`src/rtl/apb_cmd_master.sv`:
```
// apb_cmd_master: turns a valid/ready command stream into APB SETUP/ACCESS
// transfers, one transfer in flight, and returns one response per command
// (read data, slave error, or timeout).
module apb_cmd_master #(
    parameter int ADDR_W         = 16,
    parameter int DATA_W         = 32,
    parameter int TIMEOUT_CYCLES = 256
) (
    input  logic                clk,
    input  logic                rst,
    // command stream
    input  logic                cmd_valid,
    output logic                cmd_ready,
    input  logic                cmd_write,
    input  logic [ADDR_W-1:0]   cmd_addr,
    input  logic [DATA_W-1:0]   cmd_wdata,
    input  logic [DATA_W/8-1:0] cmd_strb,
    input  logic                cmd_prot,
    // response stream
    output logic                rsp_valid,
    input  logic                rsp_ready,
    output logic [DATA_W-1:0]   rsp_rdata,
    output logic                rsp_err,
    output logic                rsp_timeout,
    // APB requester
    output logic                psel,
    output logic                penable,
    output logic                pwrite,
    output logic [ADDR_W-1:0]   paddr,
    output logic [DATA_W-1:0]   pwdata,
    output logic [DATA_W/8-1:0] pstrb,
    output logic                pprot,
    input  logic                pready,
    input  logic [DATA_W-1:0]   prdata,
    input  logic                pslverr
);

    localparam int STRB_W = DATA_W / 8;
    // Wide enough to hold TIMEOUT_CYCLES itself; one bit when the timeout is off.
    localparam int CNT_W  = (TIMEOUT_CYCLES > 0) ? $clog2(TIMEOUT_CYCLES + 1) : 1;

    typedef enum logic [1:0] {
        IDLE,
        SETUP,
        ACCESS,
        RESP
    } state_t;

    state_t              state_q,       state_d;
    logic                psel_q,        psel_d;
    logic                penable_q,     penable_d;
    logic                pwrite_q,      pwrite_d;
    logic [ADDR_W-1:0]   paddr_q,       paddr_d;
    logic [DATA_W-1:0]   pwdata_q,      pwdata_d;
    logic [STRB_W-1:0]   pstrb_q,       pstrb_d;
    logic                pprot_q,       pprot_d;
    logic                rsp_valid_q,   rsp_valid_d;
    logic [DATA_W-1:0]   rsp_rdata_q,   rsp_rdata_d;
    logic                rsp_err_q,     rsp_err_d;
    logic                rsp_timeout_q, rsp_timeout_d;
    logic [CNT_W-1:0]    cnt_q,         cnt_d;

    logic [CNT_W-1:0]    cnt_inc;
    logic                timeout_hit;

    // Counter value including the current ACCESS cycle; the timeout fires when it
    // reaches the limit, giving exactly TIMEOUT_CYCLES ACCESS cycles.
    assign cnt_inc     = cnt_q + CNT_W'(1);
    assign timeout_hit = (TIMEOUT_CYCLES != 0) && (cnt_inc == CNT_W'(TIMEOUT_CYCLES));

    // Only cmd_ready is combinational; every other output comes straight from a flop.
    assign cmd_ready   = (state_q == IDLE);
    assign psel        = psel_q;
    assign penable     = penable_q;
    assign pwrite      = pwrite_q;
    assign paddr       = paddr_q;
    assign pwdata      = pwdata_q;
    assign pstrb       = pstrb_q;
    assign pprot       = pprot_q;
    assign rsp_valid   = rsp_valid_q;
    assign rsp_rdata   = rsp_rdata_q;
    assign rsp_err     = rsp_err_q;
    assign rsp_timeout = rsp_timeout_q;

    // Next-state and next-output logic for the transfer sequencer.
    always_comb begin
        // NOTE: every _d gets a hold default before the case so no path infers a latch.
        state_d       = state_q;
        psel_d        = psel_q;
        penable_d     = penable_q;
        pwrite_d      = pwrite_q;
        paddr_d       = paddr_q;
        pwdata_d      = pwdata_q;
        pstrb_d       = pstrb_q;
        pprot_d       = pprot_q;
        rsp_valid_d   = rsp_valid_q;
        rsp_rdata_d   = rsp_rdata_q;
        rsp_err_d     = rsp_err_q;
        rsp_timeout_d = rsp_timeout_q;
        cnt_d         = cnt_q;

        case (state_q)
            IDLE: begin
                // The APB output registers double as the command latch.
                if (cmd_valid && cmd_ready) begin
                    state_d   = SETUP;
                    psel_d    = 1'b1;
                    penable_d = 1'b0;
                    pwrite_d  = cmd_write;
                    paddr_d   = cmd_addr;
                    pwdata_d  = cmd_wdata;
                    pstrb_d   = cmd_write ? cmd_strb : '0;
                    pprot_d   = cmd_prot;
                    cnt_d     = '0;
                end
            end

            SETUP: begin
                state_d   = ACCESS;
                penable_d = 1'b1;
            end

            ACCESS: begin
                cnt_d = cnt_inc;
                // pready has priority over a timeout landing in the same cycle.
                if (pready) begin
                    state_d       = RESP;
                    psel_d        = 1'b0;
                    penable_d     = 1'b0;
                    rsp_valid_d   = 1'b1;
                    rsp_rdata_d   = pwrite_q ? '0 : prdata;
                    rsp_err_d     = pslverr;
                    rsp_timeout_d = 1'b0;
                end else if (timeout_hit) begin
                    state_d       = RESP;
                    psel_d        = 1'b0;
                    penable_d     = 1'b0;
                    rsp_valid_d   = 1'b1;
                    rsp_rdata_d   = '0;
                    rsp_err_d     = 1'b1;
                    rsp_timeout_d = 1'b1;
                end
            end

            RESP: begin
                if (rsp_ready) begin
                    state_d     = IDLE;
                    rsp_valid_d = 1'b0;
                    cnt_d       = '0;
                end
            end

            default: begin
                state_d = IDLE;
            end
        endcase
    end

    // State and output registers with synchronous reset.
    always_ff @(posedge clk) begin
        // NOTE: sequential state uses non-blocking assignments so every flop samples pre-edge values.
        if (rst) begin
            state_q       <= IDLE;
            psel_q        <= 1'b0;
            penable_q     <= 1'b0;
            pwrite_q      <= 1'b0;
            paddr_q       <= '0;
            pwdata_q      <= '0;
            pstrb_q       <= '0;
            pprot_q       <= 1'b0;
            rsp_valid_q   <= 1'b0;
            rsp_rdata_q   <= '0;
            rsp_err_q     <= 1'b0;
            rsp_timeout_q <= 1'b0;
            cnt_q         <= '0;
        end else begin
            state_q       <= state_d;
            psel_q        <= psel_d;
            penable_q     <= penable_d;
            pwrite_q      <= pwrite_d;
            paddr_q       <= paddr_d;
            pwdata_q      <= pwdata_d;
            pstrb_q       <= pstrb_d;
            pprot_q       <= pprot_d;
            rsp_valid_q   <= rsp_valid_d;
            rsp_rdata_q   <= rsp_rdata_d;
            rsp_err_q     <= rsp_err_d;
            rsp_timeout_q <= rsp_timeout_d;
            cnt_q         <= cnt_d;
        end
    end

endmodule

```
`config.mk`:
```
export PLATFORM = sky130hd
export DESIGN_NAME = apb_cmd_master
export DESIGN_NICKNAME = d
export VERILOG_FILES = /design/src/rtl/apb_cmd_master.sv
export SDC_FILE = /design/constraint.sdc
export NUM_CORES = 1
export LEC_CHECK = 0
export CAP_MARGIN = 40
export CORE_MARGIN = 4
export CORE_UTILIZATION = 42
export DETAILED_ROUTE_END_ITERATION = 6
export GPL_TIMING_DRIVEN = 1
export PLACE_DENSITY = 0.78
export SLEW_MARGIN = 20
export SYNTH_ARGS = -nofsm -noshare
export SYNTH_HDL_FRONTEND = slang
export SYNTH_SLANG_ARGS = --single-unit
```
`constraint.sdc`:
```
create_clock -name clk -period 4 [get_ports clk]
set_clock_uncertainty 0.2 [all_clocks]
set_input_delay 0.8 -clock clk [delete_from_list [all_inputs] [get_ports clk]]
set_output_delay 0.8 -clock clk [all_outputs]
set_load 0.03 [all_outputs]
```
==> metrics.cfg <==
[run_status]
status = completed

[worst_setup_path]
r2r_end = state_q[1]$_SDFFE_PP0P_
rrSetupSlack_ns = 1.14
worstSetupPathType = flop to flop
r2r-start = cnt_q[0]$_SDFFE_PP0P_
startpoint_type = flop
crit_start = cnt_q[0]$_SDFFE_PP0P_
crit_required_ns = 4.07
r2r_cells = 8
worstSetupEndpointType = flop
arrival_ns = 2.93
crit_path_end = state_q[1]$_SDFFE_PP0P_
crit_fanout = 33

[timing]
fin_crit_ns = 2.86
setup_viol = 0
worst_slew_pin_slew_ns = 0.617
rsz0062_at_grt = false
relSlewSlack_pct = 58.9
post-route-period-util_pct = 71.5
fin_tns_setup_ns = 0
hold_viol_final = 0
clock.fmax_mhz = 350
setup_ws_ns = 1.14
drv_slew = 0

[clocking]
clkLatencyLatePin_ns = 0.35
h-tree-depth = 3
clockBufferDepth = 2
clkSinkCount = 102
tritoncts = done
postCtsHoldBufs = 0
ctsResizeCount = 0
cts_setup_buffers = 0
cts-buffers-inserted = 9
cts.clk_slew.worst_paths_ns = 0.10
cts_root_buf = clkbuf_8

[synth]
synth_nets = 601
synthCells = 503
synth.area.top_cells = dfxtp_1 (51%), nand2_1 (14%), a21oi_1 (12%), o21ai_0 (3.2%), clkbuf_1 (2.0%)
post-synth-top-count-cell = nand2_1
synth_edf_count = 0
synth_seq_cells = 102
synth_top_cells_by_count = nand2_1 (150), dfxtp_1 (102), a21oi_1 (99)
async_flop_share_pct = 0
syn_area_mm2 = 0.00404
yosys.area.top_type = dfxtp_1
yosys_warnings = 0
yosysSeqAreaShare_pct = 50.5
avgSynthCellArea_um2 = 8.03
synth_cell_types = 47
netlist.area_leader.share_pct = 50.5
synth_flop_cell = dfxtp_1

[detailed_routing]
finalWirelength_um = 11900
wl_per_cell_um = 14.8
first_iter_violations = 174
postRouteAntennaNets = 0
drt-met1-wl_um = 4610
vias_per_cell = 5.11
top_layer = met4
wl_met2_um = 5630
route.vias.total = 4116
wl_met3_um = 1300
drc = 0
drt_pre_antenna_iters = 5

[power]
peakVddDrop_mv = 0.255
p_total_mw = 3.12
p_leak_nw = 2.21
power.density_mw_per_mm2 = 508

[finish]
fin_nets = 769
multiInputGateArea_mm2 = 0.00178
drive_gt1_share_pct = 5.92
syn2layout_area_growth_pct = 52.2
antenna_cells = 0
fillCellCount = 815
final-seq-area_mm2 = 0.00204
fin_area_mm2 = 0.00615

[place]
pre_cts_ws_ns = 0.954
gp_congestion = 0.857
hpwl_um = 8660
io_buffers = 183
placed_cell_area_mm2 = 0.00589

[floorplan]
die_h_um = 106
fp.dieW_um = 106
start_util_pct = 43.5
io_pins = 184
coreArea_mm2 = 0.00928
dieArea_mm2 = 0.0113
rows = 35

[global_routing]
grt_pass1_wl_um = 19300
grtUsageTotal_pct = 20.8
grt_overflow = 0
grt_start_max_net_pins = 51
grt_pass1_vias = 4056
antenna_found_initial = 0

[worst_hold_path]
hold_class = flop to flop
hp-start = pwdata[25]$_SDFFE_PP0P_

[run]
maxCapViolations = 0

## where the power goes
part	internal [mW]	switching (mW)	total, mW
logic	0.485	0.748	1.23
clock network	0.298	0.362	0.660
registers	1.16	0.0754	1.23
## metal layers
layer | vias to the layer above | global-route usage (%)
met1 | 1874 | 22.6
met4 | 0 | 8.23
met2 | 184 | 35.3
met5 | - | 0
met3 | 28 | 9.23
li1 | 2030 | -
## cells in the final DEF (no fill, tap or decap), types with 2 or more instances in the layout
master,instances
buf_4,6
nand4_1,2
nor4_1,2
nor2_1,14
o21ai_0,26
and3_2,2
or2b_1,2
inv_1,7
o21ai_1,11
clkbuf_1,2
a21oi_1,99
a221oi_1,2
nand3_1,8
or3_1,2
clkdlybuf4s50_1,182
a31oi_1,2
clkbuf_8,9
buf_16,2
nor3_1,4
ha_1,6
nor2b_1,2
dfxtp_1,102
nand2_1,149
## worst max-delay path, stage by stage (launching register included)
cell and delay, ns:
dfxtp_1 0.50, ha_1 0.29, and4_2 0.31, o21ai_0 0.13, a221oi_2 0.45, a21oi_4 0.16
buf_16 0.20, a211oi_2 0.30, mux2i_1 0.26
## stage by stage
| stage | util (%) | cells | hold slack (ns) |
|---|---|---|---|
| finish | 66.2 | 805 | 0.257 |
| detailed placement | 63.5 | 787 | 0.248 |
| global route | 66.2 | 805 | 0.275 |
| global placement | 63.3 | 786 | 0.240 |
| CTS | 65.6 | 803 | 0.260 |
| floorplan | - | 503 | 0.268 |
## state kept, by name, indices dropped and copies added (netlist names)
name,flops
pwdata,32
rsp_rdata,32
paddr,16
cnt_q,9
pstrb,4
state_q,2
penable,1
pprot,1
psel,1
pwrite,1
rsp_err,1
rsp_timeout,1
rsp_valid,1
## area by class of cell
type / instances / area share (%)
flip-flops and latches: 102 / 33.2
repair buffers: 192 / 31.6
multi-input cells: 359 / 28.9
well taps: 129 / 2.63
clock buffers: 11 / 2.14
clock inverters: 5 / 1.08
inverters: 7 / 0.427
## cells by family after synthesis
kind of cell    Yosys count  share of synthesized area, %
compound gates          152                          20.7
mux                       1                         0.248
simple gates            200                          21.0
flops                   102                          50.5
buf+inv                  42                          5.61
fa+ha+maj                 6                          1.86
## worst min-delay path by stage
stage / endpoint / cells past startpoint / slack [ns]
6_report: pwdata[25]$_SDFFE_PP0P_ / 2 / 0.26
5_1_grt: paddr[13]$_SDFFE_PP0P_ / 2 / 0.27
4_1_cts: pwdata[25]$_SDFFE_PP0P_ / 2 / 0.26
3_5_place_dp: pwdata[10]$_SDFFE_PP0P_ / 2 / 0.25
3_3_place_gp: pstrb[3]$_SDFFE_PP0P_ / 2 / 0.24
2_1_floorplan: state_q[1]$_SDFFE_PP0P_ / 2 / 0.27
Power figures use the tool's default switching activity.
